$ cat config.mk
export PLATFORM = sky130hd
export DESIGN_NAME = weight_tile_loader
export DESIGN_NICKNAME = d
export VERILOG_FILES = /design/src/rtl/weight_tile_loader_pkg.sv /design/src/rtl/weight_tile_loader_counter.sv /design/src/rtl/weight_tile_loader.sv
export SDC_FILE = /design/constraint.sdc
export NUM_CORES = 1
export LEC_CHECK = 0
export ABC_CLOCK_PERIOD_IN_PS = 8400
export CORE_ASPECT_RATIO = 1.25
export CORE_MARGIN = 3
export CORE_UTILIZATION = 40
export DETAILED_ROUTE_END_ITERATION = 10
export HOLD_SLACK_MARGIN = 0.15
export MAX_ROUTING_LAYER = met4
export PLACE_DENSITY = 0.66
export SLEW_MARGIN = 10
export SYNTH_ARGS = -nofsm -noshare
export SYNTH_HDL_FRONTEND = slang
export SYNTH_HIERARCHICAL = 1
export SYNTH_SLANG_ARGS = --single-unit
$ cat constraint.sdc
create_clock -name clk -period 8.4 [get_ports clk]
set_input_delay 1.68 -clock clk [delete_from_list [all_inputs] [get_ports clk]]
set_output_delay 1.68 -clock clk [all_outputs]
set_load 0.05 [all_outputs]
$ cat src/rtl/weight_tile_loader_pkg.sv
// Shared constants, FSM encoding and tile addressing for the weight tile loader.
// The element-to-slot mapping lives here so the buffer and any checker agree on it.
package weight_tile_loader_pkg;

    localparam int TILE_EDGE  = 4;
    localparam int TILE_ELEMS = TILE_EDGE * TILE_EDGE;
    localparam int CNT_W      = 4;

    typedef enum logic [1:0] {
        ST_IDLE  = 2'd0,
        ST_ISSUE = 2'd1,
        ST_DRAIN = 2'd2,
        ST_FULL  = 2'd3
    } state_e;

    // Arrival order n walks rows fastest: r = n mod 4, c = n div 4, slot = r*4 + c.
    function automatic logic [CNT_W-1:0] tile_slot(input logic [CNT_W-1:0] n);
        return {n[1:0], n[3:2]};
    endfunction

endpackage

$ cat src/rtl/weight_tile_loader_counter.sv
// Free-running wrap-around counter with enable; shared by the issue and capture paths.
module weight_tile_loader_counter #(
    parameter int W = 4
) (
    input  logic         clk,
    input  logic         rst,
    input  logic         en,
    output logic [W-1:0] count
);

    logic [W-1:0] count_r;

    // Count register: clears on reset, advances and wraps naturally when enabled.
    always_ff @(posedge clk or posedge rst) begin
        if (rst) begin
            count_r <= {W{1'b0}};
        end else if (en) begin
            count_r <= count_r + {{(W-1){1'b0}}, 1'b1};
        end else begin
            count_r <= count_r;
        end
    end

    assign count = count_r;

endmodule

$ cat src/rtl/weight_tile_loader.sv
// Loads one TILE x TILE weight tile from a 1-cycle-latency memory into a register
// buffer and presents it to the consumer with a valid/ready handshake.
module weight_tile_loader
    import weight_tile_loader_pkg::*;
#(
    parameter int DW   = 8,
    parameter int TILE = 4
) (
    input  logic                      clk,
    input  logic                      rst,
    input  logic                      start,
    output logic                      gen_en,
    output logic                      mem_rd_en,
    input  logic [DW-1:0]             mem_rdata,
    output logic [TILE*TILE*DW-1:0]   tile_data,
    output logic                      tile_valid,
    input  logic                      tile_ready,
    output logic                      busy
);

    state_e             state_r;
    state_e             state_s;
    logic [CNT_W-1:0]   issue_cnt_s;
    logic [CNT_W-1:0]   cap_idx_s;
    logic               issue_last_s;
    logic               capture_r;
    logic [DW-1:0]      tile_buf_r [TILE_ELEMS];

    weight_tile_loader_counter #(.W(CNT_W)) u_issue_cnt (
        .clk   (clk),
        .rst   (rst),
        .en    (mem_rd_en),
        .count (issue_cnt_s)
    );

    // Read data is valid the cycle after each strobe, so the capture index follows a delayed strobe.
    weight_tile_loader_counter #(.W(CNT_W)) u_cap_cnt (
        .clk   (clk),
        .rst   (rst),
        .en    (capture_r),
        .count (cap_idx_s)
    );

    assign issue_last_s = (issue_cnt_s == 4'd15);

    // State register.
    always_ff @(posedge clk or posedge rst) begin
        if (rst) begin
            state_r <= ST_IDLE;
        end else begin
            state_r <= state_s;
        end
    end

    // Next-state logic.
    always_comb begin
        state_s = state_r;
        case (state_r)
            ST_IDLE: begin
                if (start) begin
                    state_s = ST_ISSUE;
                end else begin
                    state_s = ST_IDLE;
                end
            end
            ST_ISSUE: begin
                if (issue_last_s) begin
                    state_s = ST_DRAIN;
                end else begin
                    state_s = ST_ISSUE;
                end
            end
            ST_DRAIN: begin
                state_s = ST_FULL;
            end
            ST_FULL: begin
                if (tile_ready) begin
                    state_s = ST_IDLE;
                end else begin
                    state_s = ST_FULL;
                end
            end
            default: begin
                state_s = ST_IDLE;
            end
        endcase
    end

    // Output decode; gen_en is the only Mealy output and is masked while reset is held.
    always_comb begin
        gen_en     = 1'b0;
        mem_rd_en  = 1'b0;
        tile_valid = 1'b0;
        busy       = 1'b0;
        case (state_r)
            ST_IDLE: begin
                gen_en = start & ~rst;
            end
            ST_ISSUE: begin
                mem_rd_en = 1'b1;
                busy      = 1'b1;
            end
            ST_DRAIN: begin
                busy = 1'b1;
            end
            ST_FULL: begin
                tile_valid = 1'b1;
                busy       = 1'b1;
            end
            default: begin
                gen_en = 1'b0;
            end
        endcase
    end

    // Delayed read strobe marking the cycle in which mem_rdata is valid.
    always_ff @(posedge clk or posedge rst) begin
        if (rst) begin
            capture_r <= 1'b0;
        end else begin
            capture_r <= mem_rd_en;
        end
    end

    // Tile buffer: cleared on reset, written only on capture cycles, otherwise held.
    always_ff @(posedge clk or posedge rst) begin
        if (rst) begin
            for (int i = 0; i < TILE_ELEMS; i++) begin
                tile_buf_r[i] <= {DW{1'b0}};
            end
        end else if (capture_r) begin
            tile_buf_r[tile_slot(cap_idx_s)] <= mem_rdata;
        end
    end

    // Flatten the buffer into the packed output bus.
    always_comb begin
        tile_data = {(TILE*TILE*DW){1'b0}};
        for (int i = 0; i < TILE_ELEMS; i++) begin
            tile_data[i*DW +: DW] = tile_buf_r[i];
        end
    end

endmodule

==> results of run 1 <==
registers in the layout (all words and copies together) (netlist names):
name               count
tile_data            128
u_cap_cnt/count        4
u_issue_cnt/count      4
state_r                2
capture_r              1
metal layers:
layer | wire length [um] | up-vias | share of wire
met2 | 6660 | 88 | 0.52
li1 | - | 1468 | -
met1 | 5340 | 1724 | 0.42
met3 | 552 | 10 | 0.043
met4 | 170 | 0 | 0.013
met5 | 0 | - | 0
metrics by stage:
stage               worst slack [ps]  utilization  instances  hold slack (ps)
floorplan                       3220            -        331              446
global placement                3450        0.539        630              461
detailed placement              3390        0.539        630              479
CTS                             3400        0.589        662              492
global route                    3390        0.589        662              499
finish                          3400        0.589        662              491
cell type report:
cell class,instances,area (um2)
clock inverters,12,188
clock buffers,20,447
repair buffers,144,1440
inverters,3,16.3
well taps,168,210
fillers,1041,5280
flip-flops and latches,139,3480
multi-input cells,176,1780
path summary, 6_finish.rpt:
path	slack (ps)	endpoint	depth (start not counted)	from
worst max register to register	6600	tile_data[103]	3	capture_r
min in group asynchronous	1640	u_issue_cnt/count[3]	2	rst
worst max-delay path	3400	gen_en	3	rst
max in group asynchronous	5530	tile_data[49]	3	rst
worst min register to register	490	u_issue_cnt/count[3]	1	u_issue_cnt/count[3]
worst min-delay path	490	u_issue_cnt/count[3]	1	u_issue_cnt/count[3]
critical path, delay by kind of cell:
family / cells / cell delay (ps)
buf+inv: 2 / 1380
simple gates: 1 / 260
cell families after synthesis:
kind of cell / after synthesis
compound gates: 2
xor+xnor: 6
fa+ha+maj: 2
buf+inv: 16
flops: 139
mux: 130
simple gates: 36
cell usage after synthesis:
library cell	n	share of area
nand3b_1	3	0.0042
and2_1	1	0.0012
nand4_1	3	0.0035
clkbuf_1	8	0.0056
nor3b_1	2	0.0028
dfrtp_1	139	0.65
inv_1	3	0.0021
mux2_2	130	0.28
and3_1	1	0.0012
nor2b_1	1	0.0012
nand2_1	5	0.0035
ha_1	2	0.0047
a21o_1	1	0.0014
nand3_1	1	0.00094
nor2_1	2	0.0014
nor3b_2	1	0.0024
buf_2	5	0.0047
a211oi_1	1	0.0014
xor2_1	2	0.0033
xnor2_1	4	0.0066
nor2_2	9	0.011
nand2b_1	6	0.0071
or2_2	1	0.0012
==> results.sh, run 1 <==
export IMPL_diodes=0
export IMPL_dpl_instance_area_um2=6920
export IMPL_syn_nets=345
export IMPL_row_count=46
export IMPL_crit_path_max_incr_delay_ps=860
export IMPL_cp_arrival_ps=3320
export IMPL_mostFrequentLayoutCells="143 x clkdlybuf4s50_1, 139 x dfrtp_1, 130 x mux2_2, 17 x clkbuf_16, 9 x nor2_2"
export IMPL_setup_viol=0
export IMPL_worst_setup_path_start_kind="primary input"
export IMPL_ys_ff_latch=139
export IMPL_period_share=0.595
export IMPL_cp_end_kind="output pin"
export IMPL_muxShareOfSynthArea=0.275
export IMPL_fin_skew_ps=9.19
export IMPL_cts_buffers=17
export IMPL_clk_pin_slew_ps=60
export IMPL_cts_path_max_buffers=2
export IMPL_synth_top_family_by_area="multiplexers"
export IMPL_initial_core_util=0.415
export IMPL_cp_common_cell="clkdlybuf4s50_1"
export IMPL_grt_max_degree=93
export IMPL_syn2layout_area_growth_pct=42.1
export IMPL_vias_per_cell=4.97
export IMPL_min_period_ps=5000
export IMPL_netlist_area_um2=5320
export IMPL_cts_resized=0
export IMPL_fin_area_um2=7560
export IMPL_worstMarginPinSlew_ps=838
export IMPL_avgSynthCellArea_um2=16.1
export IMPL_timing_worst_setup_path_type="in2out"
export IMPL_drt_antenna_violating_nets=0
export IMPL_rsz0062_at_grt="no"
export IMPL_grtUsageTotal=0.188
export IMPL_post_route_drc_count=0
export IMPL_layout_nets=495
export IMPL_synthXorXnorAreaFrac=0.00988
export IMPL_critPathMaxFanout=4
export IMPL_routabilityCongestion=0.742
export IMPL_layout_commonest_cell="clkdlybuf4s50_1"
export IMPL_grt_pass1_vias=3484
export IMPL_tritoncts="built"
export IMPL_wire_per_inst_um=19.2
export IMPL_syn_instance_count=331
export IMPL_final_layout_size_suffix_gt1_frac=0.350
export IMPL_clk_latency_ps=400
export IMPL_cts_hold_buffers=0
export IMPL_yosys_area_share_simple=0.0412
export IMPL_die_area_um2=14700
export IMPL_dp_hpwl_um=8770
export IMPL_overflow=0
export IMPL_firstDrtPassIters=4
export IMPL_yosys_warnings=6
export IMPL_required_ps=6720
export IMPL_wl_um=12700
export IMPL_final_max_slew_viol_count=0
export IMPL_postCtsSetupBuffers=0
export IMPL_drt_iter0_drc=101
export IMPL_antenna_found_initial=0
export IMPL_use_met1=0.228
export IMPL_synth_adder_area_share=0.00470
export IMPL_grt_busiest_layer="met2"
export IMPL_grt_pass1_wl_um=19900
export IMPL_ys_seq_area_frac=0.654
export IMPL_final_setup_tns_ps=0
export IMPL_maxCapViolCount=0
export IMPL_die_y_um=135
export IMPL_io_pins=144
export IMPL_met3_usage=0.0450
export IMPL_finalHoldViolations=0
export IMPL_htree_levels=4
export IMPL_portBuffers=143
export IMPL_slowest_stage="clkdlybuf4s50_1"
export IMPL_outcome="finished clean"
export IMPL_cts_sinks=139
export IMPL_synth_compound_area_frac=0.00282
export IMPL_dieWidth_um=109
export IMPL_maxSlewHeadroom=0.441
export IMPL_num_vias=3290
export IMPL_core_area_um2=12800
export IMPL_hp_class="reg2reg"
export IMPL_synth_distinct_cells=23
export IMPL_grt_use_met2=0.310
export IMPL_path_cells="clkdlybuf4s50_1, nor3b_1, clkdlybuf4s50_1"
export IMPL_max_freq_mhz=200
export IMPL_cts_root_buf="clkbuf_16"
Power of run 1 is not shown: default switching activity piles up to over one toggle a cycle in this logic, so the estimate is an artifact.
==> run 2, diff against run 1 <==
ABC_CLOCK_PERIOD_IN_PS = 5050   (was 8400)
clock period = 5.05 ns   (was 8.4 ns; I/O delays follow)
==> run 2 against run 1 <==
  * Worst hold slack improved by 12 ps
  * Global-route usage increased by 0.63 points
  * Count of clock-buffer cells in the layout unchanged
  * Critical path depth unchanged
  * Sequential share of layout area decreased by 0.11 points
  * Critical endpoint unchanged
==> results.sh, run 2 (synthesis results as in run 1) <==
export IMPL_max_freq_mhz=274
export IMPL_grt_max_degree=95
export IMPL_htree_levels=4
export IMPL_min_from="tile_data[51]"
export IMPL_setup_viol=0
export IMPL_io_pins=144
export IMPL_cts_resized=0
export IMPL_initial_core_util=0.415
export IMPL_worstHoldEndpoint="tile_data[51]"
export IMPL_post_route_drc_count=0
export IMPL_clk_latency_ps=410
export IMPL_num_vias=3263
export IMPL_die_area_um2=14700
export IMPL_die_y_um=135
export IMPL_worst_slack_ps=1400
export IMPL_reg2regPathDepth=3
export IMPL_wl_um=13000
export IMPL_tritoncts="built"
export IMPL_clk_pin_slew_ps=60
export IMPL_finalHoldViolations=0
export IMPL_postCtsSetupBuffers=0
export IMPL_diodes=0
export IMPL_maxSlewHeadroom=0.431
export IMPL_path_delay_family="buffers and inverters"
export IMPL_grtUsageTotal=0.194
export IMPL_grt_pass1_wl_um=20200
export IMPL_grt_use_met2=0.308
export IMPL_overflow=0
export IMPL_final_layout_size_suffix_gt1_frac=0.352
export IMPL_syn2layout_area_growth_pct=42.4
export IMPL_worstMarginPinSlew_ps=851
export IMPL_mostFrequentLayoutCells="143 x clkdlybuf4s50_1, 139 x dfrtp_1, 130 x mux2_2, 17 x clkbuf_16, 9 x nor2_2"
export IMPL_reg2reg_from="capture_r"
export IMPL_portBuffers=143
export IMPL_outcome="finished clean"
export IMPL_cts_hold_buffers=0
export IMPL_final_max_slew_viol_count=0
export IMPL_drt_iter0_drc=122
export IMPL_min_period_ps=3650
export IMPL_post_place_ws_ps=1420
export IMPL_row_count=46
export IMPL_cts_sinks=139
export IMPL_hp_class="reg2reg"
export IMPL_wire_per_inst_um=19.6
export IMPL_required_ps=4040
export IMPL_reg2reg_to="tile_data[100]"
export IMPL_layout_commonest_cell="clkdlybuf4s50_1"
export IMPL_routabilityCongestion=0.730
export IMPL_worst_path_buf_inv=2
export IMPL_cp_arrival_ps=2640
export IMPL_vias_per_cell=4.93
export IMPL_worst_setup_path_start_kind="primary input"
export IMPL_cts_root_buf="clkbuf_16"
export IMPL_antenna_found_initial=0
export IMPL_r2r_setup_slack_ps=3270
export IMPL_dp_hpwl_um=8700
export IMPL_critPathMaxFanout=4
export IMPL_core_area_um2=12800
export IMPL_final_setup_tns_ps=0
export IMPL_rsz0062_at_grt="no"
export IMPL_maxCapViolCount=0
export IMPL_period_share=0.722
export IMPL_fin_skew_ps=6.45
export IMPL_fill_cells=1051
export IMPL_grt_pass1_vias=3489
export IMPL_grt_busiest_layer="met2"
export IMPL_dieWidth_um=109
export IMPL_path_cells="clkdlybuf4s50_1, nor3b_1, clkdlybuf4s50_1"
export IMPL_cp_end_kind="output pin"
export IMPL_met3_usage=0.0564
export IMPL_firstDrtPassIters=3
export IMPL_layout_nets=496
export IMPL_timing_worst_setup_path_type="in2out"
export IMPL_cts_buffers=17
export IMPL_drt_antenna_violating_nets=0
export IMPL_cts_path_max_buffers=2
export IMPL_crit_path_max_incr_delay_ps=840
export IMPL_slowest_stage="clkdlybuf4s50_1"
export IMPL_holdPathStages=1
export IMPL_cp_common_cell="clkdlybuf4s50_1"
export IMPL_final_core_util=0.590
export IMPL_use_met1=0.238
export IMPL_largest_reg_flops=128
==> run 2: changes by cell type in the layout (fill, tap and decap cells not counted), sizes merged <==
cell / previous run / this run
clkinv: 3 / 4
buf: 1 / 2
bufinv: 4 / 5
inv: 6 / 3
==> run 2: cell type report <==
class / count / area [um2] / area share
Multi-Input combinational cell: 176 / 1780 / 0.234
Timing Repair Buffer: 145 / 1450 / 0.191
Tap cell: 168 / 210 / 0.0277
Clock buffer: 20 / 457 / 0.0603
Inverter: 3 / 16.3 / 0.00215
Clock inverter: 11 / 193 / 0.0254
Sequential cell: 139 / 3480 / 0.459
==> run 2: stage by stage <==
step | area (um2) | hold WS, ps | instances
2_1_floorplan | 5320 | 446 | 331
3_3_place_gp | 6930 | 461 | 631
3_5_place_dp | 6930 | 489 | 631
4_1_cts | 7580 | 504 | 662
5_1_grt | 7580 | 521 | 662
6_report | 7580 | 502 | 662
==> run 2: worst reg2reg max path: cells and delay by family, from the launching register on <==
family,cells,cell delay (ps)
simple gates,2,800
flops,1,480
mux,1,390
==> run 2: worst max-delay path by stage <==
stage	slack, ps	endpoint	cells after the start	from
floorplan	540	capture_r	1	rst
global placement	1460	gen_en	3	rst
detailed placement	1420	gen_en	3	rst
CTS	1400	gen_en	3	rst
global route	1360	gen_en	3	rst
finish	1400	gen_en	3	rst
==> run 2: layer usage <==
metal / wire length, um / vias up
li1: - / 1470
met2: 6730 / 91
met3: 668 / 20
met4: 193 / 0
met5: 0 / -
met1: 5410 / 1682
Power of run 2 is left out for the same reason.
